### config.mk
export PLATFORM = sky130hd
export DESIGN_NAME = gray_seq_gen
export DESIGN_NICKNAME = d
export VERILOG_FILES = /design/src/rtl/gray_seq_pkg.sv /design/src/rtl/gray_step_checker.sv /design/src/rtl/gray_seq_gen.sv
export SDC_FILE = /design/constraint.sdc
export NUM_CORES = 1
export LEC_CHECK = 0
export CAP_MARGIN = 0
export CORE_ASPECT_RATIO = 1.75
export CORE_MARGIN = 2
export CORE_UTILIZATION = 25
export CTS_CLUSTER_DIAMETER = 40
export CTS_CLUSTER_SIZE = 10
export DETAILED_ROUTE_END_ITERATION = 7
export DONT_BUFFER_PORTS = 1
export GPL_ROUTABILITY_DRIVEN = 1
export PLACE_DENSITY = 0.35
export SETUP_SLACK_MARGIN = 0.05
export SYNTH_ARGS = -nofsm -noshare
export SYNTH_HDL_FRONTEND = slang
export SYNTH_SLANG_ARGS = --single-unit
### constraint.sdc
create_clock -name clk -period 5.4 [get_ports clk]
set_clock_uncertainty 0.1 [all_clocks]
set_input_delay 0.54 -clock clk [delete_from_list [all_inputs] [get_ports clk]]
set_output_delay 0.54 -clock clk [all_outputs]
set_load 0.005 [all_outputs]
### src/rtl/gray_seq_pkg.sv
// Shared types and helpers for the Gray sequence generator.
package gray_seq_pkg;

  localparam int WIDTH_DEF = 4;

  typedef enum logic [1:0] {
    IDLE = 2'd0,
    RUN  = 2'd1,
    DONE = 2'd2
  } state_t;

  // Works for any width up to 32; callers cast the result down to their width.
  function automatic logic [31:0] bin2gray(input logic [31:0] b);
    return b ^ (b >> 1);
  endfunction

endpackage

### src/rtl/gray_step_checker.sv
// Sticky checker: consecutive transferred Gray words must differ in exactly one bit.
// Used by gray_seq_gen only when GRAY_STEP_CHECK_EN is defined.
module gray_step_checker
  import gray_seq_pkg::*;
#(
  parameter int WIDTH = WIDTH_DEF
) (
  input  logic             clk,
  input  logic             rst_n,
  input  logic             clear,
  input  logic             xfer,
  input  logic [WIDTH-1:0] gray,
  output logic             err
);

  logic [WIDTH-1:0] prev;
  logic             have_prev;

  always_ff @(posedge clk) begin
    if (!rst_n) begin
      prev      <= '0;
      have_prev <= 1'b0;
      err       <= 1'b0;
    end else if (clear) begin
      have_prev <= 1'b0;
      err       <= 1'b0;
    end else if (xfer) begin
      // The first word of a sequence has no predecessor to compare against.
      if (have_prev && ($countones(prev ^ gray) != 1)) begin
        err <= 1'b1;
      end
      prev      <= gray;
      have_prev <= 1'b1;
    end
  end

endmodule

### src/rtl/gray_seq_gen.sv
// Up/down binary count source with registered Gray output on a valid/ready stream.
// Optional Gray single-step checker enabled by macro GRAY_STEP_CHECK_EN.
module gray_seq_gen
  import gray_seq_pkg::*;
#(
  parameter int WIDTH = WIDTH_DEF
) (
  input  logic             clk,
  input  logic             rst_n,
  input  logic             start,
  input  logic             dir,
  input  logic [WIDTH-1:0] seed,
  input  logic [WIDTH:0]   len,
  input  logic             abort,
  input  logic             out_ready,
  output logic             out_valid,
  output logic [WIDTH-1:0] out_bin,
  output logic [WIDTH-1:0] out_gray,
  output logic             out_last,
  output logic             busy,
  output logic             done,
  output logic             err
);

  state_t           state, state_nxt;
  logic [WIDTH-1:0] count, count_nxt;
  logic [WIDTH-1:0] gray_q;
  logic [WIDTH:0]   remaining, remaining_nxt;
  logic             up_q, up_nxt;
  logic             xfer;

  // Abort wins over a same-cycle handshake, so that word is not counted.
  assign xfer = (state == RUN) && out_ready && !abort;

  always_comb begin
    state_nxt     = state;
    count_nxt     = count;
    remaining_nxt = remaining;
    up_nxt        = up_q;
    case (state)
      IDLE: begin
        if (start) begin
          if (len != '0) begin
            state_nxt     = RUN;
            count_nxt     = seed;
            remaining_nxt = len;
            up_nxt        = dir;
          end else begin
            state_nxt = DONE;
          end
        end
      end
      RUN: begin
        if (abort) begin
          state_nxt = DONE;
        end else if (xfer) begin
          if (remaining == (WIDTH+1)'(1)) begin
            state_nxt = DONE;
          end else begin
            remaining_nxt = remaining - (WIDTH+1)'(1);
            count_nxt     = up_q ? count + WIDTH'(1) : count - WIDTH'(1);
          end
        end
      end
      DONE:    state_nxt = IDLE;
      default: state_nxt = IDLE;
    endcase
  end

  always_ff @(posedge clk) begin
    if (!rst_n) begin
      state     <= IDLE;
      count     <= '0;
      gray_q    <= '0;
      remaining <= '0;
      up_q      <= 1'b0;
    end else begin
      state     <= state_nxt;
      count     <= count_nxt;
      gray_q    <= WIDTH'(bin2gray(32'(count_nxt)));
      remaining <= remaining_nxt;
      up_q      <= up_nxt;
    end
  end

  assign out_valid = (state == RUN);
  assign out_bin   = count;
  assign out_gray  = gray_q;
  assign out_last  = (state == RUN) && (remaining == (WIDTH+1)'(1));
  assign busy      = (state != IDLE);
  assign done      = (state == DONE);

`ifdef GRAY_STEP_CHECK_EN
  logic start_acc;
  assign start_acc = (state == IDLE) && start;

  gray_step_checker #(.WIDTH(WIDTH)) u_chk (
    .clk   (clk),
    .rst_n (rst_n),
    .clear (start_acc),
    .xfer  (xfer),
    .gray  (gray_q),
    .err   (err)
  );
`else
  assign err = 1'b0;
`endif

endmodule
==> results.md <==
* Max VDD drop at 0.000118 V
* Fin crit share at roughly 44%
* Int Power at 214 uW
* Total Power at 319 uW
* Most used DFF post-synth: dfxtp_1
* Syn avg cell area at 8.50 um^2
* CTS Hold Buffers Added at 0
* Iteration-0 DRC Markers at 27
* Clk Latency, worst-skew pair at 250 ps
* Worst path required time at about 5500 ps
* Commonest non-fill, non-tap cells in the layout: dfxtp_1, nand2_1, inv_1, a21oi_1
* All-Layer GR Usage at 13.8%
* # IOs at 28
* Total CTS buffers at 3
* Area leader, netlist: dfxtp_1
* Slowest cell on the critical path: a211oi_1
* Crit path time final at 2390 ps
* CTS max path bufs at 2
* Share of cells above drive strength 1 at roughly an eighth
* # setup viols final at 0
* Top-area cell type share of the netlist area at about 28%
* Buffer and inverter count on the worst path at 1
* Simple-gate share of the synthesized area at around a quarter
* # port buffers at 0
* Post-Synthesis Net Count at 148
* Final Hold Viols at 0
* Complex-gate fraction of the synthesized area at a little over a quarter
* Register area share after synthesis at 27.6%
* Switching power at 105 uW
* RePlAce Congestion at ~0.69
* DRT antenna net count at 0
* Global-route wire length before repair at 4840 um
* DRC Markers at 0
* Root buf cell: clkbuf_8
* Critical path capture point type: flip-flop
* Worst EP arrival at 2450 ps
* Antenna diodes at 0
* Adder and majority gate portion of the synthesized area at 6.44%
* Ys Warns at 0
* Mapped Area at between 0.001 and 0.0015 mm^2
* Synth top area cells: dfxtp_1, ha_1, mux2i_1
* Post-DP HPWL at 2450 um
* Ys async rst share at 0%
* Sw Ratio at 32.9%
* Fin Setup TNS at 0 ps
* Fraction of power consumed by sequential logic at 44.0%
* Post_cts resized at 0
* Post-synthesis xor/xnor area fraction at 1.61%
* Pre-antenna DRT Iters at 4
* # nets final at 147
* Status: completed
* Kind of critical path: reg -> reg
* FP Rows at 31
* Hold Path Class: in -> reg
* Total congestion overflow at 0
* Critical Path Fanout Max at 6
* Worst path cell trace: inv_1, fa_1, xor2_1, nor4_1, a211oi_1, o22ai_1, a211oi_2
* Synth Register Bits at 15
* Die area at a little under 0.005 mm^2
* RSZ-0062 raised after global routing: no
* CP peak stage delay at between 500 and 600 ps
* CTS clock-pin slew for the worst setup and hold paths at 70 ps
* Synthesized instance count at 128
* Initial antenna violation count at 0
* Crit path max-delay family: compound AO/OA/AOI/OAI gates
* Worst slew margin at 56.9%
* Number of distinct library cells after synthesis at 46
* Die Height at around 90 um
* Critical Path Start Type: flip-flop
* Number of global-route vias before repair at 939
* Most common cell after layout, fill and taps aside: dfxtp_1
* Core ar. at between 0.004 and 0.005 mm^2
* Fmax at 419 MHz
* Combinational share of power at a little over a quarter
* Final core utilization at 27.9%
* Pwr Density at 276 mW/mm^2
* Die X at 53.9 um
* Post-synth EDFFs at 0
* Syn-to-layout area delta at 6.32%
* Max-Cap Viols at 0
* Sink Count at 15
* Main combinational cell family by area after synthesis: compound AO/OA/AOI/OAI gates
* Post-Route WL at around 3100 um
* Part of the power in the clock network at between 20% and 30%
* Setup Buffers After CTS at 0
* Worst-Margin Slew at 642 ps
* Initial Utilization at 26.2%
* Lkg Pwr at 0.000496 uW
* WL/cell at 17.5 um
* Largest net degree at the start of global routing at 17
* CTS tree: built
* Vias at 926
* Mux share of post-synthesis cell area at 5.63%
* Routed vias/inst at about 5.3
* Final slew viol count at 0
* H-tree depth at 1
worst paths after layout:
check	start	end	slack [ps]	cells after the start
setup / recovery	out_bin[1]	out_gray[1]	3010	7
hold / removal	rst_n	out_bin[3]	310	1
setup reg to reg	out_bin[1]	out_gray[1]	3010	7
hold reg to reg	remaining[4]	remaining[4]	430	2
Yosys cell counts, drive strengths merged (2+ instances only):
library cell	instances
dfxtp	15
inv	12
nand2	12
a21oi	8
o21ai	7
nor2	6
mux2i	5
o211a	5
and2	4
buf	4
ha	4
nor2b	4
a211oi	3
and3	3
nand3	3
nor4	3
o22ai	3
clkbuf	2
nand2b	2
o221ai	2
o22a	2
or4	2
flip-flops by register name (all words and copies together), names as in the netlist:
register,flops
remaining,5
out_bin,4
out_gray,3
state,2
up_q,1
power by group through the flow:
stage / registers [uW] / clock network (uW) / logic, uW
after global placement: 144 / 0 / 84.9
final: 140 / 94.4 / 84.1
after global routing: 142 / 103 / 95.4
after floorplan: 136 / 0 / 75.8
after detailed placement: 144 / 0 / 85.3
after CTS: 141 / 99.7 / 85.7
per-layer routing:
layer	vias to the layer above	track usage, %	part of all wire (%)
met5	-	0	0
met4	0	6.20	1.9
met3	4	1.97	3.5
met2	19	24.9	56
met1	446	14.7	39
li1	457	-	-
per-stage QoR:
step	hold slack (ps)	instances	area, um^2	setup WS (ps)
final	311	175	1160	3010
after global routing	310	175	1160	2790
after CTS	303	175	1160	2980
after floorplan	392	128	1090	3360
after global placement	422	171	1110	3000
after detailed placement	426	171	1110	3000
kinds of logic (layout without fill, tap and decap cells):
logic type | after synthesis | in the layout
multiplexers | 6 | 6
XOR/XNOR | 2 | 2
other | 1 | 1
buffers and inverters | 18 | 16
flip-flops | 15 | 15
AO/OA/AOI/OAI | 37 | 37
AND/OR/NAND/NOR | 44 | 44
adder cells (fa/ha/maj) | 5 | 5
final cells by class:
type / count / area, um^2
clock inverters: 1 / 5.00
inverters: 12 / 45.0
well taps: 49 / 61.3
flip-flops and latches: 15 / 300
multi-input cells: 95 / 704
fillers: 439 / 2990
clock buffers: 3 / 41.3
(Power assumes the default switching activity.)
